**config.mk**
```make
export PLATFORM = sky130hd
export DESIGN_NAME = systolic_tile_sequencer
export DESIGN_NICKNAME = d
export VERILOG_FILES = /design/src/rtl/systolic_pkg.sv /design/src/rtl/skew_delay_line.sv /design/src/rtl/systolic_tile_sequencer.sv
export SDC_FILE = /design/constraint.sdc
export NUM_CORES = 1
export LEC_CHECK = 0
export CORE_UTILIZATION = 31
export DETAILED_ROUTE_END_ITERATION = 8
export GPL_TIMING_DRIVEN = 0
export PLACE_DENSITY = 0.51
export SETUP_SLACK_MARGIN = 0.15
export SLEW_MARGIN = 20
export SYNTH_ARGS = -nofsm -noshare
export SYNTH_HDL_FRONTEND = slang
export SYNTH_SLANG_ARGS = --single-unit
```
**constraint.sdc**
```tcl
create_clock -name axi_clk -period 5.8 [get_ports axi_clk]
set_clock_uncertainty 0.1 [all_clocks]
set_input_delay 0.58 -clock axi_clk [delete_from_list [all_inputs] [get_ports axi_clk]]
set_output_delay 0.58 -clock axi_clk [all_outputs]
set_load 0.05 [all_outputs]
```
**src/rtl/systolic_pkg.sv**
```systemverilog
// Shared definitions for the systolic tile sequencer: lane geometry, the
// sequencer state encoding and the per-lane skew depth helper.
// Optional build feature: SYSTOLIC_SEQ_PERF_CNT_EN (stall counter output).
package systolic_pkg;

    localparam int unsigned LANES  = 4;
    localparam int unsigned LANE_W = 8;
    localparam int unsigned DATA_W = LANES * LANE_W;

    typedef enum logic [1:0] {
        ST_IDLE  = 2'd0,
        ST_LOAD  = 2'd1,
        ST_DRAIN = 2'd2,
        ST_DONE  = 2'd3
    } seq_state_t;

    // Lane k sits behind (LANES - k) delay stages after the common input
    // stage, so the highest lane leaves first and lane 0 leaves last.
    function automatic int unsigned lane_depth(input int unsigned lane);
        return LANES - lane;
    endfunction

endpackage

```
**src/rtl/skew_delay_line.sv**
```systemverilog
// One lane of the input skew: a DEPTH-stage shift register carrying the lane
// byte and its valid bit, with a synchronous clear used when a tile is
// cancelled. Output is taken straight from the last register stage.
module skew_delay_line #(
    parameter int unsigned DEPTH = 1,
    parameter int unsigned W     = 8
) (
    input  logic         axi_clk,
    input  logic         axi_rst_n,
    input  logic         clr,
    input  logic [W-1:0] din,
    input  logic         vin,
    output logic [W-1:0] dout,
    output logic         vout
);

    logic [DEPTH*W-1:0] data_q;
    logic [DEPTH*W-1:0] data_d;
    logic [DEPTH-1:0]   valid_q;
    logic [DEPTH-1:0]   valid_d;
    logic [DEPTH*W-1:0] data_shift_s;
    logic [DEPTH-1:0]   valid_shift_s;

    // Newest entry enters at the bottom; a single-stage line has nothing to shift.
    generate
        if (DEPTH == 1) begin : g_single
            assign data_shift_s  = din;
            assign valid_shift_s = vin;
        end else begin : g_multi
            assign data_shift_s  = {data_q[(DEPTH-1)*W-1:0], din};
            assign valid_shift_s = {valid_q[DEPTH-2:0], vin};
        end
    endgenerate

    // Next-state: shift one stage per cycle, or wipe the whole line on clear.
    always_comb begin
        data_d  = data_shift_s;
        valid_d = valid_shift_s;
        if (clr) begin
            data_d  = '0;
            valid_d = '0;
        end else begin
            data_d  = data_shift_s;
            valid_d = valid_shift_s;
        end
    end

    // Delay-line registers with asynchronous reset.
    always_ff @(posedge axi_clk or negedge axi_rst_n) begin
        if (!axi_rst_n) begin
            data_q  <= '0;
            valid_q <= '0;
        end else begin
            data_q  <= data_d;
            valid_q <= valid_d;
        end
    end

    assign dout = data_q[DEPTH*W-1 -: W];
    assign vout = valid_q[DEPTH-1];

endmodule

```
**src/rtl/systolic_tile_sequencer.sv**
```systemverilog
// Systolic tile sequencer: accepts tile_len 32-bit beats over AXI4-Stream,
// skews the four byte lanes into the array (lane 3 first, lane 0 last),
// drains for DRAIN_CYCLES cycles and pulses done. abort cancels a tile and
// flushes the skew pipeline. Define SYSTOLIC_SEQ_PERF_CNT_EN to add the
// stall_cnt output counting LOAD cycles without s_axis_valid.
module systolic_tile_sequencer
    import systolic_pkg::*;
#(
    parameter int unsigned DRAIN_CYCLES = 7
) (
    input  logic                axi_clk,
    input  logic                axi_rst_n,
    input  logic                start,
    input  logic [7:0]          tile_len,
    input  logic                abort,
    input  logic                s_axis_valid,
    input  logic [DATA_W-1:0]   s_axis_data,
    output logic                s_axis_ready,
    output logic [DATA_W-1:0]   arr_data,
    output logic [LANES-1:0]    arr_valid,
    output logic                busy,
    output logic                done
`ifdef SYSTOLIC_SEQ_PERF_CNT_EN
    ,
    output logic [15:0]         stall_cnt
`endif
);

    localparam logic [7:0] DRAIN_LAST = 8'(DRAIN_CYCLES - 32'd1);

    seq_state_t          state_q, state_d;
    logic [7:0]          tile_len_q, tile_len_d;
    logic [7:0]          beat_cnt_q, beat_cnt_d;
    logic [7:0]          drain_cnt_q, drain_cnt_d;
    logic                ready_q, ready_d;
    logic                busy_q, busy_d;
    logic                done_q, done_d;
    logic [DATA_W-1:0]   stage_data_q, stage_data_d;
    logic [LANES-1:0]    stage_valid_q, stage_valid_d;

    logic                hs_s;
    logic                abort_act_s;
    logic                start_acc_s;

    assign hs_s        = ready_q & s_axis_valid;
    assign abort_act_s = abort & ((state_q == ST_LOAD) | (state_q == ST_DRAIN));
    assign start_acc_s = (state_q == ST_IDLE) & start & ~abort;

    // Sequencer next-state, counters and registered-output precomputation.
    always_comb begin
        state_d     = state_q;
        tile_len_d  = tile_len_q;
        beat_cnt_d  = beat_cnt_q;
        drain_cnt_d = drain_cnt_q;
        case (state_q)
            ST_IDLE: begin
                if (start_acc_s) begin
                    tile_len_d  = tile_len;
                    beat_cnt_d  = 8'd0;
                    drain_cnt_d = 8'd0;
                    if (tile_len != 8'd0) begin
                        state_d = ST_LOAD;
                    end else begin
                        state_d = ST_DONE;
                    end
                end else begin
                    state_d = ST_IDLE;
                end
            end
            ST_LOAD: begin
                if (abort) begin
                    state_d    = ST_IDLE;
                    beat_cnt_d = 8'd0;
                end else if (hs_s) begin
                    beat_cnt_d = beat_cnt_q + 8'd1;
                    if ((beat_cnt_q + 8'd1) == tile_len_q) begin
                        state_d = ST_DRAIN;
                    end else begin
                        state_d = ST_LOAD;
                    end
                end else begin
                    state_d = ST_LOAD;
                end
            end
            ST_DRAIN: begin
                if (abort) begin
                    state_d     = ST_IDLE;
                    drain_cnt_d = 8'd0;
                end else if (drain_cnt_q == DRAIN_LAST) begin
                    state_d     = ST_DONE;
                    drain_cnt_d = 8'd0;
                end else begin
                    drain_cnt_d = drain_cnt_q + 8'd1;
                end
            end
            ST_DONE: begin
                state_d = ST_IDLE;
            end
            default: begin
                state_d = ST_IDLE;
            end
        endcase
        ready_d = (state_d == ST_LOAD);
        busy_d  = (state_d != ST_IDLE);
        done_d  = (state_d == ST_DONE);
    end

    // Common input stage: accepted beat, or a zero bubble when no handshake
    // or when a cancel discards the beat and flushes the pipeline.
    always_comb begin
        stage_data_d  = '0;
        stage_valid_d = '0;
        if (abort_act_s || !hs_s) begin
            stage_data_d  = '0;
            stage_valid_d = '0;
        end else begin
            stage_data_d  = s_axis_data;
            stage_valid_d = {LANES{1'b1}};
        end
    end

    // Sequencer state, counters, output flops and input stage.
    always_ff @(posedge axi_clk or negedge axi_rst_n) begin
        if (!axi_rst_n) begin
            state_q       <= ST_IDLE;
            tile_len_q    <= 8'd0;
            beat_cnt_q    <= 8'd0;
            drain_cnt_q   <= 8'd0;
            ready_q       <= 1'b0;
            busy_q        <= 1'b0;
            done_q        <= 1'b0;
            stage_data_q  <= '0;
            stage_valid_q <= '0;
        end else begin
            state_q       <= state_d;
            tile_len_q    <= tile_len_d;
            beat_cnt_q    <= beat_cnt_d;
            drain_cnt_q   <= drain_cnt_d;
            ready_q       <= ready_d;
            busy_q        <= busy_d;
            done_q        <= done_d;
            stage_data_q  <= stage_data_d;
            stage_valid_q <= stage_valid_d;
        end
    end

    assign s_axis_ready = ready_q;
    assign busy         = busy_q;
    assign done         = done_q;

    // Per-lane skew: lane k is delayed (LANES - k) further cycles.
    for (genvar k = 0; k < LANES; k++) begin : g_lane
        skew_delay_line #(
            .DEPTH (lane_depth(k)),
            .W     (LANE_W)
        ) u_delay (
            .axi_clk   (axi_clk),
            .axi_rst_n (axi_rst_n),
            .clr       (abort_act_s),
            .din       (stage_data_q[k*LANE_W +: LANE_W]),
            .vin       (stage_valid_q[k]),
            .dout      (arr_data[k*LANE_W +: LANE_W]),
            .vout      (arr_valid[k])
        );
    end

`ifdef SYSTOLIC_SEQ_PERF_CNT_EN
    logic [15:0] stall_cnt_q, stall_cnt_d;

    // Stall counter: LOAD cycles without source data, saturating.
    always_comb begin
        stall_cnt_d = stall_cnt_q;
        if (start_acc_s) begin
            stall_cnt_d = 16'd0;
        end else if ((state_q == ST_LOAD) && !s_axis_valid && (stall_cnt_q != 16'hFFFF)) begin
            stall_cnt_d = stall_cnt_q + 16'd1;
        end else begin
            stall_cnt_d = stall_cnt_q;
        end
    end

    // Stall counter register.
    always_ff @(posedge axi_clk or negedge axi_rst_n) begin
        if (!axi_rst_n) begin
            stall_cnt_q <= 16'd0;
        end else begin
            stall_cnt_q <= stall_cnt_d;
        end
    end

    assign stall_cnt = stall_cnt_q;
`endif

endmodule
```
==> flow_metrics.env <==
export IMPL_setup_slack_ns=3.197
export IMPL_synthAdderAreaFrac=0.01563
export IMPL_yosys_top_cells_area="dfrtp_1 (65%), and2_1 (9.6%), and3_1 (4.0%), buf_4 (3.8%), nand2_1 (2.2%)"
export IMPL_crit_end="beat_cnt_q[7]$_DFFE_PN0P_"
export IMPL_yosys_area_top_type="dfrtp_1"
export IMPL_post_cts_resize_count=0
export IMPL_asyncSetResetFlopFracSynth=1.000
export IMPL_detail_route_vias_per_cell=4.374
export IMPL_synth_mux_area_fraction=0
export IMPL_number_of_different_library_cells_in_the_post_synthesis_netlist=44
export IMPL_min_cycle_time_layout_ns=2.603
export IMPL_r2r_start="s_axis_ready$_DFF_PN0_"
export IMPL_antenna_cells_inserted=0
export IMPL_final_core_utilization=0.4197
export IMPL_worstMarginPinSlew_ns=0.7474
export IMPL_max_stage_delay_ns=0.45
export IMPL_cts_root_buffer="clkbuf_16"
export IMPL_tritoncts_buffer_count=17
export IMPL_outcome="finished clean"
export IMPL_drtAntennaViolNets=0
export IMPL_timing_final_max_slew_violations=0
export IMPL_area_delta_synth_final_pct=30.85
export IMPL_synth_seq_cells=146
export IMPL_crit_required_ns=6.00
export IMPL_synth_seq_area_share=0.6518
export IMPL_setup_viol=0
export IMPL_finalWirelength_microns=10400
export IMPL_avgSynthCellArea_sq_um=12.19
export IMPL_via_count=3508
export IMPL_die_width_microns=136.5
export IMPL_synth_xor_xnor_area_share=0.02500
export IMPL_placed_area_sq_mm=0.006750
export IMPL_worstSetupStartpoint="s_axis_valid"
export IMPL_synth_simple_area_share=0.2036
export IMPL_crit_type="in2reg"
export IMPL_critPathSlowestCell="clkdlybuf4s50_1"
export IMPL_dp_cells=769
export IMPL_reg2reg_slack_ns=3.42
export IMPL_synth_edff_count=0
export IMPL_first_global_vias=3413
export IMPL_clk_insertion_delay_late_ns=0.41
export IMPL_port_buffers=83
export IMPL_maximum_number_of_pins_on_one_net_before_global_route_repair=99
export IMPL_synth_warning_count=0
export IMPL_power_switching_mw=0.5319
export IMPL_rr_worst_depth=6
export IMPL_drive_above_1_share=0.1161
export IMPL_worst_reg2reg_path_endpoint="beat_cnt_q[2]$_DFFE_PN0P_"
export IMPL_critical_path_cell_chain="clkdlybuf4s50_1, and2_1, clkbuf_1, o22ai_1, or2_2, clkbuf_1, o41ai_1"
export IMPL_synth_compound_area_share=0.04688
export IMPL_final_min_period_over_clock_period=0.4489
export IMPL_grt_util_all_layers=0.1242
export IMPL_floorplan_die_area_sq_mm=0.01862
export IMPL_grt_first_pass_wirelength_microns=17260
export IMPL_post_synth_top_area_fraction=0.6518
export IMPL_top_level_ports=84
export IMPL_layout_cells_excl_fill=802
export IMPL_grt_remaining_overflow=0
export IMPL_crit_top_cell="clkbuf_1"
export IMPL_detail_route_first_pass_iterations=4
export IMPL_rsz0062_at_grt="no"
export IMPL_drc=0
export IMPL_prevailing_post_synth_register_cell="dfrtp_1"
export IMPL_main_combinational_cell_family_by_area_after_synthesis="simple AND/OR/NAND/NOR gates"
export IMPL_p_total_mw=2.336
export IMPL_share_clk_of_total_power=0.448
export IMPL_worst_endpoint_arrival_ns=2.80
export IMPL_post_cts_setup_buffer_count=0
export IMPL_placementRows=48
export IMPL_critPathCaptureType="flop"
export IMPL_final_hold_violation_count=0
export IMPL_clock_sink_count=146
export IMPL_floorplan_core_area_sq_mm=0.01748
export IMPL_design_final_nets=616
export IMPL_cp_launch_type="primary input"
export IMPL_power_switching_fraction=0.2277
export IMPL_power_density_mw_per_mm2=318.5
export IMPL_timing_hold_worst_class="reg2reg"
export IMPL_largest_voltage_drop_on_the_vdd_net_mv=0.2022
export IMPL_tritoncts="yes"
export IMPL_worst_path_max_fanout=10
export IMPL_cts_htree_levels=4
export IMPL_achievable_frequency_ghz=0.3841
export IMPL_combPwrFrac=0.089
export IMPL_syn_inst=460
export IMPL_power_frac_seq=0.462
export IMPL_final_design_area_no_fill_sq_mm=0.007335
export IMPL_place_congestion=0.7537
export IMPL_start_util=0.3207
export IMPL_hold_slack_ns=0.3404
export IMPL_max_clock_path_buffers=2
export IMPL_clkTransAtPathRegs_ns=0.06
export IMPL_cellInternalPower_mw=1.804
export IMPL_power_static_leakage_nw=3.615
export IMPL_chipHeight_microns=136.5
export IMPL_routed_wire_length_per_instance_microns=12.97
export IMPL_maxCapViolations=0
export IMPL_initial_antenna_violation_count=0
export IMPL_hpwlAfterDp_microns=7390
export IMPL_drtIter0Drc=179
export IMPL_synth_net_count=512
export IMPL_synth_cell_area_sq_mm=0.005605
export IMPL_preCtsSetupSlack_ns=2.757
export IMPL_setup_tns_final_ns=0
export IMPL_timing_slew_headroom=0.5017
final cells by class:
type | instances | area, sq um
timing repair buffer | 85 | 873.3
tap | 225 | 281.5
fill | 1626 | 10140
multi-input combinational | 259 | 1632
buffer | 50 | 301.5
clock buffer | 23 | 467.9
clock inverter | 9 | 106.4
inverter | 5 | 18.77
sequential | 146 | 3654
worst min-delay path by stage:
stage / from / depth (start not counted) / to / slack (ns)
finish: stage_data_q[9]$_DFF_PN0_ / 1 / g_lane[1].u_delay.data_q[1]$_DFF_PN0_ / 0.34
global route: stage_data_q[11]$_DFF_PN0_ / 1 / g_lane[1].u_delay.data_q[3]$_DFF_PN0_ / 0.35
CTS: stage_data_q[9]$_DFF_PN0_ / 1 / g_lane[1].u_delay.data_q[1]$_DFF_PN0_ / 0.34
detailed placement: stage_data_q[9]$_DFF_PN0_ / 1 / g_lane[1].u_delay.data_q[1]$_DFF_PN0_ / 0.33
global placement: g_lane[1].u_delay.data_q[1]$_DFF_PN0_ / 1 / g_lane[1].u_delay.data_q[9]$_DFF_PN0_ / 0.33
floorplan: axi_rst_n / 0 / beat_cnt_q[0]$_DFFE_PN0P_ / 0.18
metal layers:
metal	vias to the layer above	track usage	wire [microns]
met5	-	0	0
met4	0	0.05062	107
met3	13	0.03505	496
met2	100	0.1881	4783
met1	1705	0.1667	5016
li1	1690	-	-
cells by family after synthesis:
logic type,Yosys count
xor gates and xnor gates,16
and+or+nand+nor,198
buffers and inverters,55
adders and majority gates,7
AOI/OAI and AO/OA,38
DFF,146
cells in the final DEF, fill, tap and decap left out, drive strengths merged, types with 4 or more instances in the layout:
cell type / count
buf: 32
nor2: 14
nand2b: 4
xnor2: 9
nand4: 4
a21oi: 7
clkdlybuf4s50: 82
clkbuf: 43
clkinv: 4
dfrtp: 146
nand2: 33
and2: 86
nand3: 5
xor2: 7
and3: 37
o31ai: 8
inv: 5
o21ai: 9
ha: 7
cell usage after synthesis, types with 2 or more instances:
master    number
nand2b_1       4
xor2_1         7
or3_1          2
nor2_1        14
nor2b_1        2
clkbuf_1      20
and2_1        86
inv_1          5
and3_1        36
nand2_1       33
nor3b_1        2
nand3_1        5
dfrtp_1      146
ha_1           7
nor4_1         2
buf_4         28
a211oi_1       2
a21oi_1        7
o21ai_0        9
nand4_1        4
xnor2_1        9
o31ai_1        8
power groups by stage:
stage	registers (mW)	clock network (mW)	logic [mW]
2_1_floorplan	1.10	0	0.108
3_3_place_gp	1.10	0	0.205
3_5_place_dp	1.10	0	0.212
4_1_cts	1.08	1.07	0.213
5_1_grt	1.09	1.13	0.233
6_report	1.08	1.05	0.208
state kept, by name, indices dropped and copies added (netlist names):
register                flops
tile_len_q                  8
busy                        1
stage_valid_q               1
state_q                     2
g_lane.u_delay.dout         8
g_lane.u_delay.data_q      72
done                        1
beat_cnt_q                  8
stage_data_q               32
g_lane.u_delay.valid_q      4
s_axis_ready                1
drain_cnt_q                 8
worst max-delay path: cells and delay by family:
family | cells | cell delay (ns)
buffers and inverters | 3 | 1.08
AO/OA/AOI/OAI | 2 | 0.66
AND/OR/NAND/NOR | 2 | 0.47
what timing repair did:
item                       in CTS  in global routing
setup endpoints to repair       0                  0
hold endpoints to repair       48                  0
hold buffers                    1                  0
Power figures use the tool's default switching activity.
